===== src/rtl/mux_2x1_stream_pkg.sv =====
// mux_2x1_stream_pkg: shared defaults and channel ids for the 2:1 stream merger
package mux_2x1_stream_pkg;
  localparam int DATA_W_DEF = 8;
  localparam int CNT_W_DEF = 16;
  localparam logic CH0 = 1'b0;
  localparam logic CH1 = 1'b1;
endpackage


===== src/rtl/mux_2x1_stream_rr_arb_2.sv =====
// rr_arb_2: two-requester round-robin arbiter, one-hot grant, last winner remembered
module rr_arb_2
  import mux_2x1_stream_pkg::*;
(
  input  logic       clk,
  input  logic       rst_n,
  input  logic [1:0] req,
  input  logic       en,
  output logic [1:0] gnt
);
  logic last_grant;
  // contested requests go to whichever channel did not win last time
  always_comb begin
    gnt = 2'b00;
    gnt = req == 2'b01 ? 2'b01 :
          req == 2'b10 ? 2'b10 :
          req == 2'b11 ? (last_grant == CH1 ? 2'b01 : 2'b10) : 2'b00;
  end
  // remember the winner of every granted cycle, contested or not
  always_ff @(posedge clk or negedge rst_n)
    if (!rst_n) last_grant <= CH1;
    else if (en & |req) last_grant <= gnt[1];
endmodule


===== src/rtl/mux_2x1_stream.sv =====
// mux_2x1_stream: round-robin 2:1 stream merger with registered, source-tagged output; MUX_2X1_STREAM_STATS_EN adds per-input grant counters
module mux_2x1_stream
  import mux_2x1_stream_pkg::*;
#(
  parameter int DATA_W = DATA_W_DEF,
  parameter int CNT_W = CNT_W_DEF
) (
  input  logic              clk,
  input  logic              rst_n,
  input  logic              in0_valid,
  input  logic [DATA_W-1:0] in0_data,
  output logic              in0_ready,
  input  logic              in1_valid,
  input  logic [DATA_W-1:0] in1_data,
  output logic              in1_ready,
  output logic              out_valid,
  output logic [DATA_W-1:0] out_data,
  output logic              out_sel,
  input  logic              out_ready
`ifdef MUX_2X1_STREAM_STATS_EN
  ,
  output logic [CNT_W-1:0]  cnt0,
  output logic [CNT_W-1:0]  cnt1
`endif
);
  logic       load_en;
  logic [1:0] gnt;
  logic       xfer;
  assign load_en = ~out_valid | out_ready;
  rr_arb_2 u_arb (
    .clk(clk),
    .rst_n(rst_n),
    .req({in1_valid, in0_valid}),
    .en(load_en),
    .gnt(gnt)
  );
  // readies are masked by rst_n so nothing is accepted while reset is held
  assign in0_ready = rst_n & load_en & gnt[0];
  assign in1_ready = rst_n & load_en & gnt[1];
  assign xfer = in0_ready | in1_ready;
  // output slot: load granted word, otherwise drain when the sink takes it
  always_ff @(posedge clk or negedge rst_n)
    if (!rst_n) begin
      out_valid <= 1'b0;
      out_data <= '0;
      out_sel <= CH0;
    end else if (xfer) begin
      out_valid <= 1'b1;
      out_data <= gnt[1] ? in1_data : in0_data;
      out_sel <= gnt[1] ? CH1 : CH0;
    end else if (out_ready) out_valid <= 1'b0;
`ifdef MUX_2X1_STREAM_STATS_EN
  // saturating accept counters, cleared only by reset
  always_ff @(posedge clk or negedge rst_n)
    if (!rst_n) begin
      cnt0 <= '0;
      cnt1 <= '0;
    end else begin
      if (in0_valid & in0_ready & ~&cnt0) cnt0 <= cnt0 + CNT_W'(1);
      if (in1_valid & in1_ready & ~&cnt1) cnt1 <= cnt1 + CNT_W'(1);
    end
`endif
endmodule


===== config.mk =====
export PLATFORM = sky130hd
export DESIGN_NAME = mux_2x1_stream
export DESIGN_NICKNAME = d
export VERILOG_FILES = /design/src/rtl/mux_2x1_stream_pkg.sv /design/src/rtl/mux_2x1_stream_rr_arb_2.sv /design/src/rtl/mux_2x1_stream.sv
export SDC_FILE = /design/constraint.sdc
export NUM_CORES = 1
export LEC_CHECK = 0
export ABC_AREA = 1
export ABC_CLOCK_PERIOD_IN_PS = 1300
export CAP_MARGIN = 0
export CORE_MARGIN = 5
export CORE_UTILIZATION = 37
export CTS_BUF_LIST = sky130_fd_sc_hd__clkbuf_8
export DETAILED_ROUTE_END_ITERATION = 8
export PLACE_DENSITY_LB_ADDON = 0.2
export SKIP_LAST_GASP = 1
export SYNTH_ARGS = -nofsm -noshare
export SYNTH_HDL_FRONTEND = slang
export SYNTH_SLANG_ARGS = --single-unit

===== constraint.sdc =====
create_clock -name clk -period 1.3 [get_ports clk]
set_input_delay 0.26 -clock clk [delete_from_list [all_inputs] [get_ports clk]]
set_output_delay 0.26 -clock clk [all_outputs]
set_load 0.005 [all_outputs]

==> impl_metrics.yaml <==
synthesis:
  synth_warnings: 0
  synthCells: 82
  seq_area_frac_synth_pct: 41.6
  synthesis.nets: 103
  synthesis.area_um2: 664
  synth_cell_types: 15
  avgSynthCellArea_um2: 8.10
  synth-seq-cells: 11
sta:
  worst_pin_slew_ps: 202
  finalWorstSetupSlack_ps: -188
  max_freq_mhz: 672
  min_period_over_period_pct: 114
  holdWs_ps: 117
  slew_headroom_pct: 86.5
  fin_skew_ps: 1.50
  finalHoldViolations: 0
  finalSetupViolCount: 12
  grt_setup_unrepaired: "yes"
  drv_slew: 0
  layout_min_cycle_time_ps: 1490
  tns_ps: -1290
worst_setup_path:
  cp_slowest_stage_delay_ps: 530
  r2r_end: "out_data[1]"
  r2r-start: "u_arb.last_grant"
  cp.buffers_inverters: 4
  worstSetupPathType: "reg -> out"
  cp_cell_sequence: "inv_2 > buf_6 > nand2_4 > nand2_4 > nand2_4 > inv_2 > buf_6"
  reg2reg_slack_ps: -110
  endpoint_kind: "primary output"
  cp.depth: 7
  cp_common_cell: "nand2_4"
  cp.arrival_ps: 1230
  crit_path_top_delay_cell: "dfstp_2"
  critPathMaxFanout: 2
  r2r_cells: 10
  critPathTopFamily: "flip-flops"
  required_ps: 1040
  crit_path_start_kind: "register"
drt:
  m1WireLength_um: 727
  drt_iter0_markers: 10
  firstDrtPassIters: 4
  drc_errors: 0
  wl_um: 1950
  via_per_inst: 4.56
  routed.top_layer: "met4"
  vias: 734
  ant_nets: 0
  route.met3.wl_um: 83
  routed-wl-met2_um: 1110
  wl_per_cell_um: 12.1
place:
  gp_congestion: 0.775
  dp.cells: 145
  port_buffers: 32
  hpwl_um: 1360
cells_and_area:
  final_nets: 158
  area_growth_pct: 88.1
  fillers: 130
  diodes: 0
  drive_above_1_share_pct: 39.0
  fin_util_pct: 73.2
  fin_cells: 161
global_routing:
  antenna_found_initial: 0
  grt_pass1_vias: 778
  grt_pass1_wl_um: 3390
  grt_usage_pct: 16.8
  grt_max_degree: 12
  overflow: 0
outcome:
  violations: "negative setup slack"
  status: "finished, violations left"
cts:
  ctsHoldBuffers: 0
  root_buffer: "clkbuf_8"
  clkLatencyLatePin_ps: 240
  clkSlewWorstSetupHoldPaths_ps: 50
  clock_sinks: 11
  h-tree-depth: 1
  numCtsBuffers: 3
  clock_path_buffers: 2
  cts_tree: "yes"
pwr:
  p_leak_nw: 0.674
  ir_drop_mv: 0.954
  p_per_area_nw_per_um2: 1380
flow_run:
  maxCapViolations: 0
hold_path:
  hp-class: "in -> async"
die:
  num_rows: 15
  core-area_um2: 1710
  start_util_pct: 38.9
  dieArea_um2: 2740
  die_h_um: 52.4
  ios: 33
  die_x_um: 52.4
-- placed cells by master (no fill, tap or decap), types with 2 or more instances in the layout --
master           count
dfrtp_1             10
inv_1                4
nand3_1              9
o21ai_0              2
nand2_4              4
nand2_2              9
nand3_2              7
inv_2                4
dlygate4sd2_1       12
buf_6                4
buf_8                2
clkbuf_8             3
buf_4               14
nand2_1             26
clkdlybuf4s50_1     17
-- metal layers --
layer / vias to the layer above / GRT usage (%)
met2: 20 / 33.3
met5: - / 0
met3: 2 / 2.28
met4: 0 / 8.51
met1: 343 / 16.4
li1: 369 / -
-- cell families (layout without fill, tap and decap cells) --
kind of cell	after synthesis	in the layout	synth area share, %
flops	11	11	41.6
simple gates	58	58	45.8
buf+inv	9	63	7.91
compound gates	4	4	4.71
-- final cells by class --
type | instances | area [um2] | area share (%)
clock inverter | 1 | 3.75 | 0.300
multi-input combinational | 62 | 380 | 30.4
clock buffer | 3 | 41.3 | 3.30
tap | 25 | 31.3 | 2.50
inverter | 7 | 26.3 | 2.10
sequential | 11 | 277 | 22.1
timing repair buffer | 52 | 490 | 39.2
-- synth_stat cells --
| cell | n | area (um2) |
|---|---|---|
| nand2_1 | 35 | 131 |
| dfrtp_1 | 10 | 250 |
| nand3_1 | 9 | 45.0 |
| inv_1 | 7 | 26.3 |
| nand3_2 | 7 | 70.1 |
| nand2_4 | 3 | 33.8 |
| nand2_2 | 2 | 12.5 |
| o21ai_0 | 2 | 10.0 |
| a21oi_1 | 1 | 5.00 |
| a21oi_4 | 1 | 16.3 |
| buf_6 | 1 | 11.3 |
| buf_8 | 1 | 15.0 |
| dfstp_2 | 1 | 26.3 |
| nand3b_1 | 1 | 7.51 |
| nor2_1 | 1 | 3.75 |
-- report_power, final --
part	total, mW	switching, mW	internal (mW)
sequential	0.542	0.0705	0.472
combinational	0.839	0.355	0.483
clock	0.341	0.133	0.208
total	1.72	0.559	1.16
-- what timing repair did --
action	4_1_cts	5_1_grt
gates resized for setup	41	8
endpoints found under the setup margin	21	13
buffers inserted	13	2
pin swaps	7	5
-- sequential cells by signal (all words and copies together) (netlist names) --
register	cells
out_data	8
out_sel	1
out_valid	1
u_arb.last_grant	1
-- metrics by stage --
stage	power [mW]	setup WS [ps]	cell area [um2]
floorplan	0.864	4.39	669
global placement	1.25	-574	1050
detailed placement	1.27	-588	1050
CTS	1.71	-212	1240
global route	1.84	-222	1250
finish	1.72	-188	1250
-- how the worst max path moves through the flow --
stage	startpoint	endpoint	slack (ps)
floorplan	u_arb.last_grant	in1_ready	4
global placement	in1_valid	in1_ready	-570
detailed placement	out_ready	in0_ready	-590
CTS	u_arb.last_grant	in0_ready	-210
global route	u_arb.last_grant	in1_ready	-220
finish	u_arb.last_grant	in1_ready	-190
(Power assumes the default switching activity.)
